===== src/rtl/reg_file_sb_if.sv =====
// reg_file_sb_if -- decode/writeback bus for the reg_file_sb register file.
//   slave  : seen by the register file (reads, writeback, alloc, flush in;
//            read data, busy flags, alloc_err, ready out)
//   master : seen by the pipeline driving it
// Parameters: XLEN (data width), NUM_REGS (register count, power of two >= 4).
interface reg_file_sb_if #(
  parameter int unsigned XLEN     = 32,
  parameter int unsigned NUM_REGS = 32
);
  localparam int unsigned AW = $clog2(NUM_REGS);

  logic [AW-1:0]   rs1_addr;
  logic [AW-1:0]   rs2_addr;
  logic [XLEN-1:0] rs1_data;
  logic [XLEN-1:0] rs2_data;
  logic            rs1_busy;
  logic            rs2_busy;
  logic            we;
  logic [AW-1:0]   rd_addr;
  logic [XLEN-1:0] wd;
  logic            alloc_valid;
  logic [AW-1:0]   alloc_addr;
  logic            flush;
  logic            alloc_err;
  logic            ready;

  modport slave (
    input  rs1_addr, rs2_addr, we, rd_addr, wd, alloc_valid, alloc_addr, flush,
    output rs1_data, rs2_data, rs1_busy, rs2_busy, alloc_err, ready
  );

  modport master (
    output rs1_addr, rs2_addr, we, rd_addr, wd, alloc_valid, alloc_addr, flush,
    input  rs1_data, rs2_data, rs1_busy, rs2_busy, alloc_err, ready
  );
endinterface


===== src/rtl/reg_file_sb.sv =====
// reg_file_sb -- parametrised integer register file with post-reset zeroing
// sweep, per-register busy scoreboard and pipeline flush.
// Ports:
//   clk    : rising-edge clock
//   rst_n  : asynchronous active-low reset
//   bus    : reg_file_sb_if.slave (2 combinational read ports with busy flags,
//            1 write port, alloc/flush scoreboard control, alloc_err, ready)
// Optional feature: define REG_FILE_BYPASS_EN to forward same-cycle writeback
// data to the read ports (the written register also reads not-busy).
module reg_file_sb #(
  parameter int unsigned XLEN     = 32,
  parameter int unsigned NUM_REGS = 32
) (
  input  logic           clk,
  input  logic           rst_n,
  reg_file_sb_if.slave   bus
);
  localparam int unsigned AW = $clog2(NUM_REGS);

  typedef enum logic {INIT, RUN} state_e;

  state_e              state_q, state_d;
  logic [AW-1:0]       idx_q, idx_d;
  logic [NUM_REGS-1:0] busy_q, busy_d;
  logic                alloc_err_q, alloc_err_d;
  logic [XLEN-1:0]     regs_q [NUM_REGS];
  logic [XLEN-1:0]     regs_d [NUM_REGS];

  logic [XLEN-1:0]     rs1_data_o, rs2_data_o;
  logic                rs1_busy_o, rs2_busy_o, ready_o;

  // Control state register
  always_ff @(posedge clk or negedge rst_n) begin
    if (!rst_n) begin
      state_q     <= INIT;
      idx_q       <= AW'(1);
      busy_q      <= '0;
      alloc_err_q <= 1'b0;
    end else begin
      state_q     <= state_d;
      idx_q       <= idx_d;
      busy_q      <= busy_d;
      alloc_err_q <= alloc_err_d;
    end
  end

  // Register storage has no reset; the INIT sweep clears it instead.
  always_ff @(posedge clk) begin
    regs_q <= regs_d;
  end

  // Next-state, storage and scoreboard update
  always_comb begin
    state_d     = state_q;
    idx_d       = idx_q;
    busy_d      = busy_q;
    alloc_err_d = 1'b0;
    regs_d      = regs_q;

    unique case (state_q)
      INIT: begin
        regs_d[idx_q] = '0;
        idx_d         = idx_q + AW'(1);
        if (idx_q == AW'(NUM_REGS - 1)) state_d = RUN;
      end
      RUN: begin
        if (bus.we && (bus.rd_addr != '0)) regs_d[bus.rd_addr] = bus.wd;

        if (bus.flush) begin
          busy_d = '0;
        end else begin
          // Clear before set so a same-cycle alloc of the written register wins.
          if (bus.we) busy_d[bus.rd_addr] = 1'b0;
          if (bus.alloc_valid && (bus.alloc_addr != '0)) busy_d[bus.alloc_addr] = 1'b1;
          alloc_err_d = bus.alloc_valid && (bus.alloc_addr != '0) &&
                        busy_q[bus.alloc_addr] &&
                        !(bus.we && (bus.rd_addr == bus.alloc_addr));
        end
      end
      default: state_d = INIT;
    endcase
  end

  // Outputs
  always_comb begin
    ready_o    = (state_q == RUN);
    rs1_data_o = '0;
    rs2_data_o = '0;
    rs1_busy_o = 1'b0;
    rs2_busy_o = 1'b0;

    if (state_q == RUN) begin
      if (bus.rs1_addr != '0) begin
        rs1_data_o = regs_q[bus.rs1_addr];
        rs1_busy_o = busy_q[bus.rs1_addr];
      end
      if (bus.rs2_addr != '0) begin
        rs2_data_o = regs_q[bus.rs2_addr];
        rs2_busy_o = busy_q[bus.rs2_addr];
      end
`ifdef REG_FILE_BYPASS_EN
      if (bus.we && (bus.rd_addr != '0) && (bus.rd_addr == bus.rs1_addr)) begin
        rs1_data_o = bus.wd;
        rs1_busy_o = 1'b0;
      end
      if (bus.we && (bus.rd_addr != '0) && (bus.rd_addr == bus.rs2_addr)) begin
        rs2_data_o = bus.wd;
        rs2_busy_o = 1'b0;
      end
`endif
    end
  end

  assign bus.rs1_data  = rs1_data_o;
  assign bus.rs2_data  = rs2_data_o;
  assign bus.rs1_busy  = rs1_busy_o;
  assign bus.rs2_busy  = rs2_busy_o;
  assign bus.ready     = ready_o;
  assign bus.alloc_err = alloc_err_q;

endmodule


===== src/flat_wrapper.sv =====
// flat-port wrapper written by rule: the top's interface ports become plain ports
module reg_file_sb_flat 
#(
  parameter int unsigned XLEN     = 32,
  parameter int unsigned NUM_REGS = 32
)
  (clk, rst_n, bus_rs1_addr, bus_rs2_addr, bus_we, bus_rd_addr, bus_wd, bus_alloc_valid, bus_alloc_addr, bus_flush, bus_rs1_data, bus_rs2_data, bus_rs1_busy, bus_rs2_busy, bus_alloc_err, bus_ready);
  reg_file_sb_if #(.XLEN(XLEN), .NUM_REGS(NUM_REGS)) bus_i ();
  input  logic clk;
  input  logic rst_n;
  input wire logic [$bits(bus_i.rs1_addr)-1:0] bus_rs1_addr;
  input wire logic [$bits(bus_i.rs2_addr)-1:0] bus_rs2_addr;
  input wire logic [$bits(bus_i.we)-1:0] bus_we;
  input wire logic [$bits(bus_i.rd_addr)-1:0] bus_rd_addr;
  input wire logic [$bits(bus_i.wd)-1:0] bus_wd;
  input wire logic [$bits(bus_i.alloc_valid)-1:0] bus_alloc_valid;
  input wire logic [$bits(bus_i.alloc_addr)-1:0] bus_alloc_addr;
  input wire logic [$bits(bus_i.flush)-1:0] bus_flush;
  output wire logic [$bits(bus_i.rs1_data)-1:0] bus_rs1_data;
  output wire logic [$bits(bus_i.rs2_data)-1:0] bus_rs2_data;
  output wire logic [$bits(bus_i.rs1_busy)-1:0] bus_rs1_busy;
  output wire logic [$bits(bus_i.rs2_busy)-1:0] bus_rs2_busy;
  output wire logic [$bits(bus_i.alloc_err)-1:0] bus_alloc_err;
  output wire logic [$bits(bus_i.ready)-1:0] bus_ready;
  assign bus_i.rs1_addr = bus_rs1_addr;
  assign bus_i.rs2_addr = bus_rs2_addr;
  assign bus_i.we = bus_we;
  assign bus_i.rd_addr = bus_rd_addr;
  assign bus_i.wd = bus_wd;
  assign bus_i.alloc_valid = bus_alloc_valid;
  assign bus_i.alloc_addr = bus_alloc_addr;
  assign bus_i.flush = bus_flush;
  assign bus_rs1_data = bus_i.rs1_data;
  assign bus_rs2_data = bus_i.rs2_data;
  assign bus_rs1_busy = bus_i.rs1_busy;
  assign bus_rs2_busy = bus_i.rs2_busy;
  assign bus_alloc_err = bus_i.alloc_err;
  assign bus_ready = bus_i.ready;
  reg_file_sb #(.XLEN(XLEN), .NUM_REGS(NUM_REGS)) u_core (.clk(clk), .rst_n(rst_n), .bus(bus_i));
endmodule

===== config.mk =====
export PLATFORM = sky130hd
export DESIGN_NAME = reg_file_sb_flat
export DESIGN_NICKNAME = d
export VERILOG_FILES = /design/src/rtl/reg_file_sb_if.sv /design/src/rtl/reg_file_sb.sv /design/src/flat_wrapper.sv
export SDC_FILE = /design/constraint.sdc
export NUM_CORES = 2
export LEC_CHECK = 0
export CELL_PAD_IN_SITES_DETAIL_PLACEMENT = 1
export CELL_PAD_IN_SITES_GLOBAL_PLACEMENT = 2
export CORE_ASPECT_RATIO = 0.9
export CORE_UTILIZATION = 50
export DETAILED_ROUTE_END_ITERATION = 7
export DONT_BUFFER_PORTS = 1
export GPL_ROUTABILITY_DRIVEN = 0
export PLACE_DENSITY_LB_ADDON = 0.25
export REMOVE_ABC_BUFFERS = 1
export SYNTH_ARGS = -nofsm -noshare
export SYNTH_HDL_FRONTEND = slang
export SYNTH_SLANG_ARGS = --single-unit
export TNS_END_PERCENT = 30

===== constraint.sdc =====
create_clock -name clk -period 7.8 [get_ports clk]
set_input_delay 1.56 -clock clk [delete_from_list [all_inputs] [get_ports clk]]
set_output_delay 1.56 -clock clk [all_outputs]
set_load 0.01 [all_outputs]

==> key figures <==
Timing
  – Slew headroom: -73.8%
  – RSZ-0062 raised after global routing: false
  – Fin. max-slew vios: 253
  – Period utilization: 79.4%
  – Final setup vio count: 0
  – Setup WS post-layout: 1.61 ns
  – Post-Route Skew: 0.0192 ns
  – Slew @ Worst Pin: 2.61 ns
  – Final Critical Period: 6.19 ns
  – Fin. Hold Viols: 0
  – Hold Slack: 0.513 ns
  – Maximum achievable frequency: 0.162 GHz
  – Fin Setup TNS: 0 ns

Synthesis
  – Ys async rst share: 3.67%
  – Yosys Warn Count: 0
  – Synth Flop Type: edfxtp_1
  – Cell Area, Synth: 0.0606 sq mm
  – Yosys reg bits: 1063
  – Seq/Total Area, Yosys: 52.4%
  – Post-synth top area cell: edfxtp_1
  – Synthesized area per cell: 13.8 sq um
  – Syn Inst Count: 4403
  – Top cell type's share of synthesized area: 50.8%
  – Count leader, synth: edfxtp_1
  – EDFF count, synth: 1024
  – Synth top area cells: edfxtp_1, mux4_2, a22o_1
  – Cell variety after synth: 52
  – Commonest cells in the netlist: edfxtp_1, a22o_1, mux4_2, nand2_1, mux2i_1

Place
  – Pre-CTS worst setup slack: 2.22 ns
  – Detailed Place HPWL: 146000 microns
  – Buffers added on ports: 0
  – Post-DP Area: 0.0619 sq mm

Routing
  – Final wirelength: 271000 microns
  – Antenna Nets Post-Route: 0
  – Pre-antenna DRT Iters: 8
  – DR vias/cell: 8.37
  – Drt drc: 0
  – Vias after detailed routing: 48500
  – Routed WL per cell: 46.7 microns
  – Initial drt markers: 9233

Clock network
  – CTS Hold Bufs: 0
  – Num CTS Buffers: 115
  – Max Buffers Root-to-Sink: 3
  – CTS tree: yes
  – Post-CTS resize count: 0
  – Htree depth: 3
  – Reg clk slew, reported paths: 0.07 ns
  – Root Buffer: clkbuf_16
  – Setup bufs post-CTS: 0
  – Clock Latency Late Sink: 0.75 ns
  – Clk sinks: 1063

Critical path
  – R2R depth: 5
  – Slowest library cell on the worst path: mux2i_1
  – Bufs and invs on worst path: 0
  – Worst path cell trace: mux2i_1 -> o22ai_1 -> o21ai_0 -> nand4_1
  – Internal reg-to-reg setup slack: 2.88 ns
  – Reg-to-reg startpoint: u_core.bus.ready
  – Critical Path Source Type: primary input
  – Worst EP required: 6.24 ns
  – Crit path max-delay family: multiplexers
  – CP Max Fanout: 330
  – Crit Path Class: primary input to output pin
  – CP Data Arrival Time: 4.63 ns
  – Critical path capture point type: output pin
  – Crit path largest cell delay: 1.02 ns
  – Reg-to-reg endpoint: u_core.regs_q[11]

GRT
  – Largest net degree at the start of global routing: 333
  – Initial antenna violation count: 7
  – GRT Total Usage: 43.3%
  – Vias in the first global route: 46800
  – Total gr overflow: 0
  – First-pass GRT wire length: 372000 microns

Cells and area
  – Nets@finish: 4172
  – Area Overhead vs Synth: 8.29%
  – Fillers: 11300
  – Layout cells sized above 1: 20.0%
  – Post-route cell area: 0.0656 sq mm

Worst hold path
  – Worst Hold Class: primary input to async pin

Job
  – Max-Cap Viols: 2

Power
  – Combinational share of power: 6.5%
  – Switching power: 3.05 mW
  – LEAKAGE: 19.1 nW
  – Worst vdd ir: 188 uV
  – Switching share of total power: 23.9%
  – Sequential share of power: 49.5%
  – Total chip power: 12.7 mW
  – Pint: 9.68 mW
  – Clock network power share: 44.1%
  – Power Density: 194 mW/mm^2

Floorplanning
  – Die H: 332 microns
  – Die area: 0.123 sq mm
  – I/O Pins: 125
  – Initial Util: 50.7%
  – Standard-cell rows: 120
  – Die width: 369 microns
  – Core box area: 0.120 sq mm

Outcome
  – Failing checks: capacitance limit, slew limit
  – Outcome: finished with violations
worst max path at each step:
stage / start / endpoint / slack [ns] / cells after the start
6_report: bus_rs1_addr[1] / bus_rs1_data[3] / 1.61 / 4
5_1_grt: bus_rs2_addr[0] / bus_rs2_data[12] / 2.07 / 5
4_1_cts: bus_rs2_addr[3] / bus_rs2_data[12] / 2.22 / 6
3_5_place_dp: bus_rs2_addr[3] / bus_rs2_data[12] / 2.22 / 6
3_3_place_gp: bus_rs2_addr[3] / bus_rs2_data[12] / 2.43 / 6
2_1_floorplan: u_core.bus.ready / bus_rs1_data[0] / 1.04 / 4
stage by stage:
step | util, % | instances
5_1_grt | 54.9 | 5793
2_1_floorplan | - | 3872
3_3_place_gp | 51.8 | 5579
3_5_place_dp | 51.8 | 5579
6_report | 54.9 | 5797
4_1_cts | 54.9 | 5793
power by group through the flow:
stage | combinational [mW] | sequential (mW) | clock (mW)
6_report | 0.821 | 6.30 | 5.61
5_1_grt | 0.812 | 6.30 | 5.76
2_1_floorplan | 0.480 | 6.40 | 0
4_1_cts | 0.772 | 6.29 | 5.59
3_3_place_gp | 0.759 | 6.41 | 0
3_5_place_dp | 0.770 | 6.41 | 0
logic make-up after synthesis:
kind of cell	count (synthesis)	share of synthesized area (%)
xor gates and xnor gates	8	0.116
adders and majority gates	5	0.103
DFF	1063	52.4
muxes	750	20.6
and+or+nand+nor	545	4.19
buffers and inverters	537	3.97
AOI/OAI and AO/OA	1495	18.6
registers in the layout, indices dropped and copies added, names as in the netlist:
signal / count
u_core.regs_q: 1024
u_core.bus.alloc_err: 1
u_core.idx_q: 5
u_core.busy_q: 32
u_core.bus.ready: 1
layer usage:
metal	wire length [microns]	up-vias	GRT usage [%]
met5	27	-	0.157
met1	96400	25000	57.4
li1	-	17700	-
met2	113000	4821	60.7
met4	16200	4	21.7
met3	45000	931	18.3
placed cells by master, fill, tap and decap left out, drive strengths merged, types with 50 or more instances in the layout:
master | synthesis | layout
o21ai | 287 | 287
buf | 259 | 121
clkinv | 0 | 50
nand4 | 60 | 60
clkbuf | 272 | 150
edfxtp | 1024 | 1024
o22ai | 138 | 138
mux2i | 298 | 298
a22oi | 125 | 125
nand2 | 327 | 327
a22o | 864 | 864
mux2 | 62 | 62
mux4 | 390 | 390
cell type report:
cell class | count | area (sq um) | share of cell area, %
sequential | 1063 | 31700 | 48.4
multi-input combinational | 2803 | 27200 | 41.5
clock buffer | 150 | 3070 | 4.69
tap | 1586 | 1980 | 3.03
timing repair buffer | 121 | 908 | 1.39
clock inverter | 64 | 612 | 0.933
inverter | 6 | 22.5 | 0.0343
antenna | 4 | 10.0 | 0.0153
worst reg2reg max path: stages (launching register included):
cell     delay, ns
dfrtp_4       0.65
buf_4         0.63
buf_4         0.84
buf_4         0.97
nand2_2       0.89
buf_4         0.58
(Power assumes the default switching activity.)
